## config.mk

```make
export PLATFORM = sky130hd
export DESIGN_NAME = icache_direct_flat
export DESIGN_NICKNAME = d
export VERILOG_FILES = /design/src/rtl/cpu_pkg.sv /design/src/rtl/icache_direct_if.sv /design/src/rtl/icache_store.sv /design/src/rtl/icache_direct.sv /design/src/flat_wrapper.sv
export SDC_FILE = /design/constraint.sdc
export NUM_CORES = 1
export LEC_CHECK = 0
export ABC_CLOCK_PERIOD_IN_PS = 17700
export BUFFER_PORTS_ARGS = -buffer_cell sky130_fd_sc_hd__buf_2
export CORE_ASPECT_RATIO = 0.5
export CORE_MARGIN = 3
export CORE_UTILIZATION = 55
export CTS_CLUSTER_DIAMETER = 100
export DETAILED_ROUTE_END_ITERATION = 12
export GPL_TIMING_DRIVEN = 0
export MAX_ROUTING_LAYER = met4
export PLACE_DENSITY = 0.77
export SLEW_MARGIN = 30
export SYNTH_ARGS = -nofsm -noshare
export SYNTH_HDL_FRONTEND = slang
export SYNTH_SLANG_ARGS = --single-unit
```

## constraint.sdc

```tcl
create_clock -name clk -period 17.7 [get_ports clk]
set_input_delay 0 -clock clk [delete_from_list [all_inputs] [get_ports clk]]
set_output_delay 0 -clock clk [all_outputs]
set_load 0.03 [all_outputs]
```

## src/rtl/cpu_pkg.sv

```systemverilog
// Shared types for the fetch path: cache FSM states and address-split constants.
package cpu_pkg;

    typedef enum logic [0:0] {
        IC_IDLE = 1'b0,
        IC_FILL = 1'b1
    } icache_state_t;

    localparam int WORD_OFF_BITS = 2;

endpackage

```

## src/rtl/icache_direct_if.sv

```systemverilog
// Fetch-side and backing-memory signals of the instruction cache, bundled as one bus.
interface icache_direct_if;
    logic [31:0] PCaddr;
    logic        flush;
    logic        iready;
    logic [31:0] instr;
    logic        mem_ren;
    logic [31:0] mem_addr;
    logic [31:0] mem_rdata;
    logic        mem_ready;

    // slave: the cache itself; master: the PC/memory environment around it
    modport slave  (input  PCaddr, flush, mem_rdata, mem_ready,
                    output iready, instr, mem_ren, mem_addr);
    modport master (output PCaddr, flush, mem_rdata, mem_ready,
                    input  iready, instr, mem_ren, mem_addr);
endinterface

```

## src/rtl/icache_store.sv

```systemverilog
// Valid/tag/data storage for the direct-mapped icache: one write port,
// combinational read by index, synchronous clear of every valid bit.
module icache_store #(
    parameter int INDEX_BITS = 4,
    parameter int TAG_BITS   = 26
) (
    input  logic                  clk,
    input  logic                  nRST,
    input  logic [INDEX_BITS-1:0] rd_idx,
    output logic                  rd_valid,
    output logic [TAG_BITS-1:0]   rd_tag,
    output logic [31:0]           rd_data,
    input  logic                  wr_en,
    input  logic [INDEX_BITS-1:0] wr_idx,
    input  logic [TAG_BITS-1:0]   wr_tag,
    input  logic [31:0]           wr_data,
    input  logic                  flush_all
);
    localparam int LINES = 1 << INDEX_BITS;

    logic [LINES-1:0]    valid_reg;
    logic [TAG_BITS-1:0] tag_mem  [LINES];
    logic [31:0]         data_mem [LINES];

    genvar gi;
    generate
        for (gi = 0; gi < LINES; gi++) begin : g_valid
            always_ff @(posedge clk or negedge nRST) begin
                if (!nRST) begin
                    valid_reg[gi] <= 1'b0;
                end else if (flush_all) begin
                    valid_reg[gi] <= 1'b0;
                end else if (wr_en && (wr_idx == INDEX_BITS'(gi))) begin
                    valid_reg[gi] <= 1'b1;
                end
            end
        end
    endgenerate

    // Tag and data are only meaningful behind a valid bit, so they carry no reset.
    always_ff @(posedge clk) begin
        if (wr_en) begin
            tag_mem[wr_idx]  <= wr_tag;
            data_mem[wr_idx] <= wr_data;
        end
    end

    assign rd_valid = valid_reg[rd_idx];
    assign rd_tag   = tag_mem[rd_idx];
    assign rd_data  = data_mem[rd_idx];

endmodule

```

## src/rtl/icache_direct.sv

```systemverilog
// Direct-mapped, single-word-line instruction cache with miss fill and fill forwarding.
// Optional hit/miss counters are built when ICACHE_STATS_EN is defined.
module icache_direct
    import cpu_pkg::*;
#(
    parameter int INDEX_BITS = 4
) (
    input  logic               clk,
    input  logic               nRST,
    icache_direct_if.slave     bus
`ifdef ICACHE_STATS_EN
    ,
    output logic [31:0]        hit_count,
    output logic [31:0]        miss_count
`endif
);
    localparam int WORD_BITS = 32 - WORD_OFF_BITS;
    localparam int TAG_BITS  = WORD_BITS - INDEX_BITS;

    icache_state_t          state_reg, state_next;
    logic [WORD_BITS-1:0]   fill_word_reg, fill_word_next;
    logic                   flush_pend_reg, flush_pend_next;

    logic [WORD_BITS-1:0]   pc_word;
    logic                   rd_valid;
    logic [TAG_BITS-1:0]    rd_tag;
    logic [31:0]            rd_data;
    logic                   hit;
    logic                   wr_en;
    logic                   flush_all;
    logic                   iready;
    logic [31:0]            instr;
    logic                   mem_ren;
    logic [31:0]            mem_addr;

    assign pc_word = bus.PCaddr[31:WORD_OFF_BITS];
    assign hit     = rd_valid && (rd_tag == pc_word[WORD_BITS-1:INDEX_BITS]);

    icache_store #(
        .INDEX_BITS (INDEX_BITS),
        .TAG_BITS   (TAG_BITS)
    ) u_store (
        .clk       (clk),
        .nRST      (nRST),
        .rd_idx    (pc_word[INDEX_BITS-1:0]),
        .rd_valid  (rd_valid),
        .rd_tag    (rd_tag),
        .rd_data   (rd_data),
        .wr_en     (wr_en),
        .wr_idx    (fill_word_reg[INDEX_BITS-1:0]),
        .wr_tag    (fill_word_reg[WORD_BITS-1:INDEX_BITS]),
        .wr_data   (bus.mem_rdata),
        .flush_all (flush_all)
    );

    always_ff @(posedge clk or negedge nRST) begin
        if (!nRST) begin
            state_reg      <= IC_IDLE;
            fill_word_reg  <= '0;
            flush_pend_reg <= 1'b0;
        end else begin
            state_reg      <= state_next;
            fill_word_reg  <= fill_word_next;
            flush_pend_reg <= flush_pend_next;
        end
    end

    always_comb begin
        state_next      = state_reg;
        fill_word_next  = fill_word_reg;
        flush_pend_next = flush_pend_reg;
        iready          = 1'b0;
        instr           = '0;
        mem_ren         = 1'b0;
        mem_addr        = '0;
        wr_en           = 1'b0;
        flush_all       = 1'b0;
        case (state_reg)
            IC_IDLE: begin
                if (bus.flush) begin
                    flush_all = 1'b1;
                end else if (hit) begin
                    iready = 1'b1;
                    instr  = rd_data;
                end else begin
                    fill_word_next = pc_word;
                    state_next     = IC_FILL;
                end
            end
            IC_FILL: begin
                mem_ren  = 1'b1;
                mem_addr = {fill_word_reg, {WORD_OFF_BITS{1'b0}}};
                if (bus.mem_ready) begin
                    state_next      = IC_IDLE;
                    flush_pend_next = 1'b0;
                    // A flush seen at any point of the fill poisons the returned word.
                    if (bus.flush || flush_pend_reg) begin
                        flush_all = 1'b1;
                    end else begin
                        wr_en = 1'b1;
                        if (pc_word == fill_word_reg) begin
                            iready = 1'b1;
                            instr  = bus.mem_rdata;
                        end
                    end
                end else if (bus.flush) begin
                    flush_pend_next = 1'b1;
                end
            end
            default: begin
                state_next = IC_IDLE;
            end
        endcase
    end

    assign bus.iready   = iready;
    assign bus.instr    = instr;
    assign bus.mem_ren  = mem_ren;
    assign bus.mem_addr = mem_addr;

`ifdef ICACHE_STATS_EN
    logic [31:0] hit_count_reg, miss_count_reg;
    logic        hit_evt, miss_evt;

    // Forwarded words arrive in FILL, so only IDLE hits count as hits.
    assign hit_evt  = (state_reg == IC_IDLE) && iready;
    assign miss_evt = (state_reg == IC_IDLE) && (state_next == IC_FILL);

    always_ff @(posedge clk or negedge nRST) begin
        if (!nRST) begin
            hit_count_reg  <= '0;
            miss_count_reg <= '0;
        end else begin
            if (hit_evt)  hit_count_reg  <= hit_count_reg + 32'd1;
            if (miss_evt) miss_count_reg <= miss_count_reg + 32'd1;
        end
    end

    assign hit_count  = hit_count_reg;
    assign miss_count = miss_count_reg;
`endif

endmodule

```

## src/flat_wrapper.sv

```systemverilog
// flat-port wrapper written by rule: the top's interface ports become plain ports
module icache_direct_flat import cpu_pkg::*;
#(
    parameter int INDEX_BITS = 4
)
  (clk, nRST, bus_PCaddr, bus_flush, bus_mem_rdata, bus_mem_ready, bus_iready, bus_instr, bus_mem_ren, bus_mem_addr);
  icache_direct_if bus_i ();
  input  logic clk;
  input  logic nRST;
  input wire logic [$bits(bus_i.PCaddr)-1:0] bus_PCaddr;
  input wire logic [$bits(bus_i.flush)-1:0] bus_flush;
  input wire logic [$bits(bus_i.mem_rdata)-1:0] bus_mem_rdata;
  input wire logic [$bits(bus_i.mem_ready)-1:0] bus_mem_ready;
  output wire logic [$bits(bus_i.iready)-1:0] bus_iready;
  output wire logic [$bits(bus_i.instr)-1:0] bus_instr;
  output wire logic [$bits(bus_i.mem_ren)-1:0] bus_mem_ren;
  output wire logic [$bits(bus_i.mem_addr)-1:0] bus_mem_addr;
  assign bus_i.PCaddr = bus_PCaddr;
  assign bus_i.flush = bus_flush;
  assign bus_i.mem_rdata = bus_mem_rdata;
  assign bus_i.mem_ready = bus_mem_ready;
  assign bus_iready = bus_i.iready;
  assign bus_instr = bus_i.instr;
  assign bus_mem_ren = bus_i.mem_ren;
  assign bus_mem_addr = bus_i.mem_addr;
  icache_direct #(.INDEX_BITS(INDEX_BITS)) u_core (.clk(clk), .nRST(nRST), .bus(bus_i));
endmodule
```

# ---- After elaboration in Yosys (flattened, before gate mapping)
# Memories as Yosys holds them, arrays and structs flattened.
# Index checks and enable logic that the tools add are counted.
dict set report classes {
  n_addsub 0
  mul 0
  div_mod_pow 0
  order_cmp 1
  n_eq_ne 17
  shift 0
  mux 63
  bitwise_logic 3
  reduce_logical 38
}
# op count
set ops {}
lappend ops {{two-way mux 32 bit} 6}
lappend ops {{one-hot mux 32 bit (2 select lines)} 1}
lappend ops {{two-way mux 1 bit} 52}
lappend ops {{nonzero test 2 bit} 17}
lappend ops {{== test 4 bit, second input constant} 8}
lappend ops {{== test 30 bit} 1}
lappend ops {{== test 26 bit} 1}
lappend ops {{logical AND 1 bit} 17}
lappend ops {{== test 4 x 3 -> 1 bit, second input constant} 4}
lappend ops {{== test 4 x 2 -> 1 bit, second input constant} 2}
lappend ops {{one-hot mux 1 bit (2 select lines)} 3}
lappend ops {{less-than comparator 4 x 5 -> 1 bit, second input constant} 1}
lappend ops {{binary-select mux 1 bit (select 4 bit)} 1}
lappend ops {{== test 4 x 1 -> 1 bit, second input constant} 1}
lappend ops {{zero test 4 bit} 1}
lappend ops {{inverter 1 bit} 3}
lappend ops {{AND reduction 3 bit} 1}
lappend ops {{AND reduction 2 bit} 1}
lappend ops {{logical OR 1 bit} 1}
dict set report totals {
  ff_bits 48
  latch_bits 0
  ram_bits 928
  mem_bits_ro 0
  output_inout_bits 66
  word_cells 143
  n_memories 2
}
# memory depth width read_ports rd_clocked_by_memory_dff write_ports line
set mem_list {}
lappend mem_list {u_core.u_store.data_mem 16 32 1 0 1 icache_store.sv:23} ;# logic [31:0] data_mem [LINES];
lappend mem_list {u_core.u_store.tag_mem 16 26 1 0 1 icache_store.sv:22} ;# logic [TAG_BITS-1:0] tag_mem [LINES];

# ---- Longest topological paths before layout
# Gate-level depths: netlist of run 1.
dict set report logic_depth {
  depth_word 7
  mapped_depth 13
  mapped_depth_nobuf 8
}

# ---- Hierarchy
# Synthesis of run 1 repeated with hierarchy kept, for this count alone.
dict set report hier_totals {
  cells_unflattened 1735
  hier_area_um2 37916.4
}
# mod instances cells_each area_each_um2 seq_area_each_um2
set modules_own_cells {}
lappend modules_own_cells {icache_store 1 1506 35402.7 28267.1}
lappend modules_own_cells {icache_direct 1 229 2513.7 800.8}

# ---- Worst setup path before layout of run 1
# OpenSTA, ideal clock, no wires.
dict set report synth_path {
  path_type {register to register}
  start {reg u_core.state_reg}
  end {mem u_core.u_store.data_mem[0][0] (enable)}
  arrival_time_ps 5605
  required_time_ps 17152
  path_slack_ps 11547
  stages_incl_launch_ff 6
  n_path_buf 1
  period_less_slack_ps 6153
  cell_sequence {dfrtp_1 -> clkbuf_1 -> nand2_1 -> or3_1 -> or3_1 -> nor3_1}
}
dict set report synth_via {
  elab_chain_len 3
}
# element line
set synth_lines {}
lappend synth_lines {{from (decl)} icache_direct.sv:20} ;# icache_state_t state_reg, state_next;
lappend synth_lines {{from (signal assigned)} icache_direct.sv:62} ;# state_reg <= state_next;
lappend synth_lines {{two-way mux 1 bit} icache_direct.sv:78} ;# case (state_reg)
lappend synth_lines {{two-way mux 1 bit} icache_store.sv:42} ;# if (wr_en) begin
lappend synth_lines {{two-way mux 1 bit (not written as such)} icache_store.sv:44} ;# data_mem[wr_idx] <= wr_data;
lappend synth_lines {{to (decl)} icache_store.sv:23}
# Every way passes these cells.

# ---- Worst setup path in the final report of run 1
dict set report layout_path {
  start {mem u_core.u_store.tag_mem[5][24]}
  end {out bus_instr[16]}
}
dict set report layout_via {
  elab_chain_len 6
}
# element line
set layout_lines {}
lappend layout_lines {{from (decl)} icache_store.sv:22}
lappend layout_lines {{memory (16 x 26 bit)} n/a}
lappend layout_lines {{== test 26 bit} icache_direct.sv:37} ;# assign hit = rd_valid && (rd_tag == pc_word[WORD_BITS-1:INDEX_BITS]);
lappend layout_lines {{logical AND 1 bit} icache_direct.sv:37}
lappend layout_lines {{two-way mux 32 bit} icache_direct.sv:82} ;# end else if (hit) begin
lappend layout_lines {{two-way mux 32 bit} icache_direct.sv:80} ;# if (bus.flush) begin
lappend layout_lines {{one-hot mux 32 bit (2 select lines)} icache_direct.sv:78}
lappend layout_lines {{to (decl)} flat_wrapper.sv:15} ;# output wire logic [$bits(bus_i.instr)-1:0] bus_instr;
# Every way passes these cells.

==> results.sh, run 1 <==
export IMPL_hold_start="bus_PCaddr[13]"
export IMPL_hold_viol=0
export IMPL_ys_seq_area_share_pct=75.2
export IMPL_die_area_sq_um=73700
export IMPL_synth_main_ff_cell="edfxtp_1"
export IMPL_grt_pass1_vias=21400
export IMPL_ioPinCount=134
export IMPL_wl_met1_microns=37200
export IMPL_cts_tree="built"
export IMPL_clockBufferDepth=3
export IMPL_drv_slew=0
export IMPL_synthToLayoutAreaGrowth_pct=17.9
export IMPL_powerDensity_nw_per_um2=107
export IMPL_fin_crit_ps=5130
export IMPL_rsz0062_at_grt="false"
export IMPL_yosys_warnings=0
export IMPL_htree_levels=3
export IMPL_critPathRequiredTime_ps=17700
export IMPL_fin_hold_ws_ps=190
export IMPL_largest_reg_flops=512
export IMPL_antenna_found_initial=3
export IMPL_postPlaceCellArea_sq_um=42300
export IMPL_layout_nets=2200
export IMPL_placementRows=68
export IMPL_globalplace_congestion=0.826
export IMPL_die_x_microns=381
export IMPL_start_util_pct=55.8
export IMPL_hold_path_endpoint="u_core.fill_word_reg[11]$_DFFE_PN0P_"
export IMPL_fin_skew_ps=36.8
export IMPL_utilization_pct=65.8
export IMPL_cts_resized=0
export IMPL_highest_layer="met4"
export IMPL_routed_via_count=20800
export IMPL_cp_max_fo=10
export IMPL_crit_type="flip-flop to output pin"
export IMPL_grt_max_degree=40
export IMPL_dp_hpwl_microns=63100
export IMPL_setup_worst_path_start_class="flip-flop"
export IMPL_wl_met3_microns=11500
export IMPL_regToRegStartpoint="u_core.u_store.tag_mem[5][24]$_DFFE_PP_"
export IMPL_grt_usage_pct=29.8
export IMPL_crit_arrival_ps=5130
export IMPL_wire_per_inst_microns=33.7
export IMPL_synthArstFlopShare_pct=4.92
export IMPL_vdd_drop_max_mv=0.0627
export IMPL_setup_viol=0
export IMPL_reg2regPathDepth=9
export IMPL_clk_latency_ps=660
export IMPL_wl_microns=106000
export IMPL_cts_root_buf="clkbuf_16"
export IMPL_min_path_type="input port to flip-flop"
export IMPL_worstHoldPathCells=3
export IMPL_rr_endpoint="u_core.fill_word_reg[29]$_DFFE_PN0P_"
export IMPL_wl_met2_microns=52300
export IMPL_fmax_mhz=195
export IMPL_setup_tns_ps=0
export IMPL_syn_avg_cell_area_sq_um=22.0
export IMPL_clkSinkCount=976
export IMPL_clk_pin_slew_ps=70
export IMPL_drt_iter0_markers=3078
export IMPL_drc=0
export IMPL_core_area_sq_um=69300
export IMPL_ys_types=57
export IMPL_cts_made_buffers=83
export IMPL_die_y_microns=193
export IMPL_worstSetupEndpointType="output pin"
export IMPL_numPortBuffers=121
export IMPL_r2r_slack_ps=13860
export IMPL_startpoint="u_core.u_store.tag_mem[5][24]$_DFFE_PP_"
export IMPL_worst_slew_pin_transition_ps=1120
export IMPL_status="finished clean"
export IMPL_vias_per_cell=6.62
export IMPL_post_cts_buffers=0
export IMPL_fin_crit_sh_pct=29.0
export IMPL_design_area_sq_um=45600
export IMPL_ys_ff_latch=976
export IMPL_synth_edff_count=928
export IMPL_syn_area_sq_um=38700
export IMPL_slew_headroom_pct=25.6
export IMPL_drive_gt1_share_pct=32.3
export IMPL_first_pass_iters=5
export IMPL_ant_nets=0
export IMPL_total_power_mw=4.87
export IMPL_grt_overflow_total=0
export IMPL_grt_first_pass_wirelength_microns=152000
export IMPL_syn_inst=1758
export IMPL_p_leak_nw=15.4
export IMPL_fillers=4144
export IMPL_cts_hold_fix_buffers=65
export IMPL_drv_cap=0
-- where the power goes --
part / total, mW / internal (mW) / switching, mW
logic: 0.388 / 0.161 / 0.227
registers: 2.70 / 2.62 / 0.0813
clock network: 1.78 / 0.955 / 0.829
-- metal layers --
layer | GRT usage [%] | vias to the layer above
met1 | 38.6 | 10700
met3 | 5.55 | 332
met2 | 47.0 | 1722
met5 | - | -
met4 | 13.1 | 0
li1 | - | 8035
-- cells in the final DEF (no fill, tap or decap), drive strengths merged, types with 7 or more instances in the layout --
cell | synthesis | final
xnor2 | 38 | 38
inv | 34 | 43
buf | 66 | 288
nor3 | 8 | 8
dlygate4sd3 | 0 | 65
nand3 | 12 | 12
dfrtp | 48 | 48
mux4 | 259 | 259
nand2 | 48 | 48
a22oi | 9 | 9
and2 | 32 | 32
mux2i | 62 | 62
nand4 | 8 | 8
clkbuf | 26 | 137
o21a | 16 | 16
xor2 | 35 | 35
o21ai | 32 | 32
clkinv | 0 | 30
mux2 | 30 | 30
nor4 | 7 | 7
edfxtp | 928 | 928
nor2 | 19 | 19
-- cell families after synthesis --
family          count (synthesis)  share of synthesized area (%)
buf+inv                       126                           1.78
xor+xnor                       73                           1.65
simple gates                  153                           2.14
flops                         976                           75.2
mux                           351                           17.9
compound gates                 78                           1.34
other cells                     1                        0.00970
-- final cells by class --
cell class | count | area [sq um] | area share [%]
well taps | 945 | 1180 | 2.59
clock buffers | 110 | 2270 | 4.98
flip-flops and latches | 976 | 29100 | 63.8
repair buffers | 288 | 3020 | 6.62
inverters | 34 | 128 | 0.280
clock inverters | 43 | 315 | 0.692
multi-input cells | 657 | 9030 | 19.8
plain buffers | 92 | 568 | 1.25
diodes | 2 | 5.00 | 0.0110
-- synth_stat cells (8+ instances only) --
library cell  count  area [sq um]
edfxtp_1        928         27900
mux4_2          252          5680
mux2i_1          62           621
dfrtp_1          48          1200
nand2_1          48           180
xnor2_1          38           333
xor2_1           35           307
inv_1            33           124
and2_1           31           194
mux2_4           29           435
buf_2            26           130
clkbuf_1         25          93.8
buf_4            20           150
nor2_1           18          67.6
o21ai_1          18          90.1
o21a_1           16           120
o21ai_0          14          70.1
nand3_1          12          60.1
buf_1            11          41.3
a22oi_1           9          67.6
nand4_1           8          50.1
-- how the worst max path moves through the flow --
stage,to,slack (ps)
after floorplan,u_core.u_store.data_mem[0][0]$_DFFE_PP_,11550
after global placement,u_core.u_store.data_mem[12][12]$_DFFE_PP_,5990
after detailed placement,bus_instr[16],13080
after CTS,bus_instr[16],12710
after global routing,bus_instr[19],12530
final,bus_instr[16],12570
-- critical path, stage by stage (launching register included) --
cell       delay (ps)
edfxtp_1          370
mux2i_1           180
xnor2_1            90
mux4_2            490
a2111oi_0         620
a31oi_1           400
nor4b_2           370
nand4_1           730
buf_2             500
o21ai_0           430
buf_2             290
-- metrics by stage --
step	instances	worst slack, ps
2_1_floorplan	1759	11550
3_3_place_gp	2825	5990
3_5_place_dp	2927	13080
4_1_cts	3145	12710
5_1_grt	3147	12530
6_report	3147	12570
(Power assumes the default switching activity.)
==> run 2, diff against run 1 <==
--- a/config.mk
+++ b/config.mk
@@ -5,7 +5,7 @@
 export SDC_FILE = /design/constraint.sdc
 export NUM_CORES = 1
 export LEC_CHECK = 0
-export ABC_CLOCK_PERIOD_IN_PS = 17700
+export ABC_CLOCK_PERIOD_IN_PS = 4100
 export BUFFER_PORTS_ARGS = -buffer_cell sky130_fd_sc_hd__buf_2
 export CORE_ASPECT_RATIO = 0.5
 export CORE_MARGIN = 3
@@ -14,7 +14,7 @@
 export DETAILED_ROUTE_END_ITERATION = 12
 export GPL_TIMING_DRIVEN = 0
 export MAX_ROUTING_LAYER = met4
-export PLACE_DENSITY = 0.77
+export PLACE_DENSITY = 0.8
 export SLEW_MARGIN = 30
 export SYNTH_ARGS = -nofsm -noshare
 export SYNTH_HDL_FRONTEND = slang
==> constraint.sdc (replaced) <==
create_clock -name clk -period 4.1 [get_ports clk]
set_input_delay 0 -clock clk [delete_from_list [all_inputs] [get_ports clk]]
set_output_delay 0 -clock clk [all_outputs]
set_load 0.03 [all_outputs]
==> results.sh, run 2 (synthesis gave the netlist of run 1 again) <==
export IMPL_fmax_mhz=245
export IMPL_final_common_cell="edfxtp_1"
export IMPL_core_area_sq_um=69300
export IMPL_layout_nets=2177
export IMPL_drv_slew=0
export IMPL_hold_viol=0
export IMPL_globalplace_congestion=0.863
export IMPL_vdd_drop_max_mv=0.305
export IMPL_vias_per_cell=7.10
export IMPL_cp_max_fo=10
export IMPL_fin_skew_ps=30.2
export IMPL_ioPinCount=134
export IMPL_numPortBuffers=121
export IMPL_cpMaxStageDelayCell="buf_1"
export IMPL_drc=0
export IMPL_clk_pin_slew_ps=80
export IMPL_crit_arrival_ps=4080
export IMPL_synthToLayoutAreaGrowth_pct=18.1
export IMPL_drive_gt1_share_pct=32.7
export IMPL_setup_worst_path_start_class="input port"
export IMPL_drt_iter0_markers=3944
export IMPL_crit_path_frequent_cell="buf_2"
export IMPL_grt_overflow_total=0
export IMPL_placedCellCount=2907
export IMPL_layout_common_cells="928 x edfxtp_1, 252 x mux4_2, 149 x buf_2"
export IMPL_wire_per_inst_microns=37.4
export IMPL_wl_microns=117000
export IMPL_worst_slack_ps=21.3
export IMPL_largest_reg_flops=512
export IMPL_r2r_slack_ps=550
export IMPL_cts_made_buffers=82
export IMPL_die_area_sq_um=73700
export IMPL_fin_cells=3127
export IMPL_clk_latency_ps=660
export IMPL_slew_headroom_pct=31.1
export IMPL_utilization_pct=65.9
export IMPL_fin_crit_ps=4080
export IMPL_ant_nets=0
export IMPL_setup_tns_ps=0
export IMPL_worstSetupEndpointType="output pin"
export IMPL_grt_max_degree=49
export IMPL_critical_path_buf_inv_count=8
export IMPL_powerDensity_nw_per_um2=464
export IMPL_grt_pass1_vias=22500
export IMPL_min_path_type="input port to asynchronous set/reset pin"
export IMPL_rr_endpoint="u_core.fill_word_reg[29]$_DFFE_PN0P_"
export IMPL_start_util_pct=55.8
export IMPL_status="finished clean"
export IMPL_grt_first_pass_wirelength_microns=167000
export IMPL_crit_family="buffers and inverters"
export IMPL_cts_tree="built"
export IMPL_crit_chain="buf_6 -> buf_4 -> buf_2 -> buf_2 -> clkbuf_1 -> buf_1 -> mux4_2 -> mux4_2 -> inv_1 -> o21ai_1 -> buf_2"
export IMPL_setup_viol=0
export IMPL_p_leak_nw=15.3
export IMPL_die_x_microns=381
export IMPL_clkSinkCount=976
export IMPL_regToRegStartpoint="u_core.u_store.tag_mem[14][17]$_DFFE_PP_"
export IMPL_fin_crit_sh_pct=99.5
export IMPL_drv_cap=0
export IMPL_crit_type="input port to output pin"
export IMPL_antenna_found_initial=4
export IMPL_clockBufferDepth=3
export IMPL_first_pass_iters=6
export IMPL_placementRows=68
export IMPL_max_stage_delay_ps=750
export IMPL_routed_via_count=22200
export IMPL_dp_hpwl_microns=62700
export IMPL_rsz0062_at_grt="false"
export IMPL_grt_usage_pct=33.0
export IMPL_worst_slew_pin_transition_ps=1030
export IMPL_htree_levels=3
export IMPL_post_place_ws_ps=-383
export IMPL_fin_hold_ws_ps=7.86
export IMPL_cts_root_buf="clkbuf_16"
export IMPL_die_y_microns=193
export IMPL_reg2regPathDepth=8
export IMPL_critPathRequiredTime_ps=4100
[run 2: changes by cell type in the layout (fill, tap and decap cells not counted), sizes merged]
cell         before  now
buf             288  271
clkbuf          137  126
clkinv           30   39
inv              43   38
diode             2    6
clkinvlp          1    4
dlygate4sd3      65   62
[run 2: report_power, final]
part / switching (mW) / internal [mW] / leakage, nW
clock: 3.76 / 4.00 / 1.24
sequential: 0.390 / 11.3 / 8.94
combinational: 1.03 / 0.701 / 5.14
[run 2: timing repair]
action                                  in CTS  in global routing
endpoints found under the hold margin      592                  0
pin swaps                                    2                  4
buffers inserted                             3                  1
endpoints found under the setup margin      33                 33
hold buffers                                62                  0
gates resized for setup                     10                 23
cloned                                       0                  0
[run 2: worst max path at each step]
stage,from,to,slack (ps),depth (start not counted)
after floorplan,u_core.state_reg$_DFF_PN0_,u_core.u_store.data_mem[1][0]$_DFFE_PP_,-490,5
after global placement,u_core.state_reg$_DFF_PN0_,u_core.u_store.data_mem[2][13]$_DFFE_PP_,-3710,5
after detailed placement,bus_PCaddr[2],bus_instr[16],-380,12
after CTS,u_core.u_store.tag_mem[7][0]$_DFFE_PP_,bus_instr[16],10,11
after global routing,bus_PCaddr[4],bus_instr[2],1,11
final,bus_PCaddr[4],bus_instr[2],20,11
[run 2: stage by stage]
step / power [mW] / area (sq um)
after floorplan: 12.7 / 38700
after global placement: 13.3 / 40500
after detailed placement: 13.4 / 42400
after CTS: 21.0 / 45600
after global routing: 21.5 / 45700
final: 21.2 / 45700
[run 2: final cells by class]
class                   count  area, sq um
diodes                      6         15.0
plain buffers              89          564
clock buffers             101         2180
clock inverters            50          357
fillers                  3993        23600
inverters                  34          128
multi-input cells         657         9120
flip-flops and latches    976        29100
well taps                 945         1180
repair buffers            269         3050
[run 2: per-layer routing]
layer,vias up,wire (microns),global-route usage (%)
met3,665,14900,7.83
li1,7980,-,-
met4,0,8480,18.4
met5,-,0,-
met2,2469,56900,52.1
met1,11100,36800,39.6
[run 2: worst register-to-register path, cell delays in order, from the launching register on]
cell and delay (ps):
edfxtp_1 420, mux4_1 520, mux4_2 520, xnor2_2 240, and4_1 320, and3_4 220, a311o_4 280, mux2_2 360
dlygate4sd3_1 560
==> run 3, diff against run 2 <==
--- a/config.mk
+++ b/config.mk
@@ -15,6 +15,7 @@
 export GPL_TIMING_DRIVEN = 0
 export MAX_ROUTING_LAYER = met4
 export PLACE_DENSITY = 0.8
+export REMOVE_ABC_BUFFERS = 1
 export SLEW_MARGIN = 30
 export SYNTH_ARGS = -nofsm -noshare
 export SYNTH_HDL_FRONTEND = slang
==> results.sh, run 3 (synthesis gave the netlist of run 1 again) <==
export IMPL_status="finished, violations left"
export IMPL_failed_checks="hold timing, setup timing"
export IMPL_clk_pin_slew_ps=80
export IMPL_core_area_sq_um=69300
export IMPL_fin_cells=3103
export IMPL_drv_cap=0
export IMPL_share_comb_of_total_power_pct=7.9
export IMPL_hold_viol=4
export IMPL_grt_max_degree=51
export IMPL_crit_arrival_ps=4600
export IMPL_reg2regPathDepth=9
export IMPL_drv_slew=0
export IMPL_r2r_slack_ps=20
export IMPL_grt_usage_pct=33.3
export IMPL_post_place_ws_ps=-865
export IMPL_setup_worst_path_start_class="flip-flop"
export IMPL_fin_hold_ws_ps=-21.8
export IMPL_fin_crit_sh_pct=112
export IMPL_cpMaxStageDelayCell="mux4_2"
export IMPL_ant_nets=0
export IMPL_die_x_microns=381
export IMPL_fmax_mhz=217
export IMPL_start_util_pct=55.8
export IMPL_synthToLayoutAreaGrowth_pct=19.9
export IMPL_slew_headroom_pct=36.0
export IMPL_min_path_type="input port to asynchronous set/reset pin"
export IMPL_numPortBuffers=129
export IMPL_drc=0
export IMPL_routed_via_count=22900
export IMPL_p_switching_mw=5.43
export IMPL_worstSetupEndpointType="output pin"
export IMPL_p_int_mw=16.9
export IMPL_cts_root_buf="clkbuf_16"
export IMPL_crit_family="simple AND/OR/NAND/NOR gates"
export IMPL_regToRegStartpoint="u_core.state_reg$_DFF_PN0_"
export IMPL_clockBufferDepth=3
export IMPL_fin_skew_ps=23.6
export IMPL_setup_viol=33
export IMPL_p_clk_share_pct=39.6
export IMPL_layout_common_cells="928 x edfxtp_1, 252 x mux4_2, 128 x buf_2"
export IMPL_critPathRequiredTime_ps=4100
export IMPL_globalplace_congestion=0.743
export IMPL_worst_slew_pin_transition_ps=954
export IMPL_drt_iter0_markers=4259
export IMPL_placementRows=68
export IMPL_switching_share_pct=24.3
export IMPL_htree_levels=3
export IMPL_wl_microns=128000
export IMPL_worst_slack_ps=-501
export IMPL_crit_type="flip-flop to output pin"
export IMPL_grt_first_pass_wirelength_microns=168000
export IMPL_vias_per_cell=7.39
export IMPL_vdd_drop_max_mv=0.340
export IMPL_die_y_microns=193
export IMPL_grt_overflow_total=0
export IMPL_wire_per_inst_microns=41.2
export IMPL_clkSinkCount=976
export IMPL_first_pass_iters=6
export IMPL_placedCellCount=2865
export IMPL_drive_gt1_share_pct=33.6
export IMPL_die_area_sq_um=73700
export IMPL_fillers=3840
export IMPL_max_stage_delay_ps=510
export IMPL_grt_pass1_vias=22600
export IMPL_layout_nets=2155
export IMPL_p_leak_nw=15.7
export IMPL_ioPinCount=134
export IMPL_fin_crit_ps=4600
export IMPL_cp_depth=11
export IMPL_largest_reg_flops=512
export IMPL_rr_endpoint="u_core.u_store.data_mem[0][20]$_DFFE_PP_"
export IMPL_clk_latency_ps=660
export IMPL_final_common_cell="edfxtp_1"
export IMPL_antenna_found_initial=2
export IMPL_critical_path_buf_inv_count=3
export IMPL_seqPwrFrac_pct=52.5
export IMPL_crit_chain="mux4_2 -> a22oi_1 -> nand3_1 -> xor2_1 -> nor4_2 -> nor4b_4 -> nand4_1 -> buf_6 -> buf_4 -> o21ai_1 -> buf_2"
export IMPL_cp_max_fo=5
export IMPL_dp_hpwl_microns=56700
export IMPL_cts_made_buffers=85
export IMPL_powerDensity_nw_per_um2=482
export IMPL_cts_tree="built"
==> run 3: changes by cell type in the layout (fill, tap and decap cells not counted), sizes merged, moves of 2 or more <==
cell | previous run | this run
diode | 6 | 4
clkbuf | 126 | 118
bufbuf | 0 | 9
buf | 271 | 257
bufinv | 3 | 14
clkinv | 39 | 20
==> run 3: worst register-to-register path: stages (launching register included) <==
cell and delay, ps:
dfrtp_4 660, nand2_1 150, or3_1 440, or3_1 590
nor3_2 710, buf_6 250, buf_4 230, buf_4 320
buf_4 270, buf_6 160
==> run 3: routing by layer <==
metal | up-vias | part of all wire, % | GRT usage [%]
li1 | 7935 | - | -
met1 | 11300 | 30 | 40.0
met2 | 2883 | 47 | 52.1
met3 | 771 | 14 | 8.08
met4 | 0 | 8.4 | 19.2
met5 | - | 0 | -
==> run 3: final cells by class <==
cell class / instances / area, sq um / area share (%)
Sequential cell: 976 / 29100 / 62.7
Multi-Input combinational cell: 657 / 9150 / 19.7
Timing Repair Buffer: 333 / 3940 / 8.49
Clock buffer: 114 / 2320 / 5.00
Tap cell: 945 / 1180 / 2.55
Clock inverter: 40 / 561 / 1.21
Inverter: 34 / 128 / 0.275
Antenna cell: 4 / 10.0 / 0.0216
==> run 3: stage by stage <==
| step | hold WS [ps] | utilization [%] | power, mW | TNS [ps] | instance area (sq um) |
|---|---|---|---|---|---|
| floorplan | -296 | - | 12.5 | -724320 | 38100 |
| global placement | 202 | 57.7 | 13.2 | -5513740 | 39900 |
| detailed placement | 88.7 | 61.0 | 13.3 | -42900 | 42300 |
| CTS | 1.16 | 66.7 | 21.9 | 0 | 46200 |
| global route | 28.6 | 66.9 | 22.6 | -10140 | 46400 |
| finish | -21.8 | 67.0 | 22.3 | -11640 | 46400 |
==> run 3: worst max path at each step <==
stage	startpoint	to	slack, ps
finish	u_core.u_store.tag_mem[1][25]$_DFFE_PP_	bus_instr[18]	-500
global route	u_core.u_store.tag_mem[6][25]$_DFFE_PP_	bus_instr[18]	-410
CTS	u_core.u_store.tag_mem[7][2]$_DFFE_PP_	bus_instr[26]	20
detailed placement	bus_PCaddr[2]	u_core.fill_word_reg[29]$_DFFE_PN0P_	-870
global placement	bus_PCaddr[2]	bus_instr[6]	-10970
floorplan	u_core.state_reg$_DFF_PN0_	u_core.u_store.data_mem[0][0]$_DFFE_PP_	-2180
==> run 3: power groups by stage <==
stage	registers (mW)	logic (mW)	clock network, mW
after floorplan	11.7	0.797	0
after global placement	11.8	1.41	0
after detailed placement	11.9	1.43	0
after CTS	11.7	1.63	8.60
after global routing	11.7	1.80	9.11
final	11.7	1.77	8.85
==> run 3: what timing repair did <==
item,in CTS,in global routing
cloned,9,3
hold buffers,63,0
pin swaps,2,6
buffers inserted,2,3
gates resized for setup,14,22
endpoints found under the hold margin,590,0
setup endpoints to repair,64,32
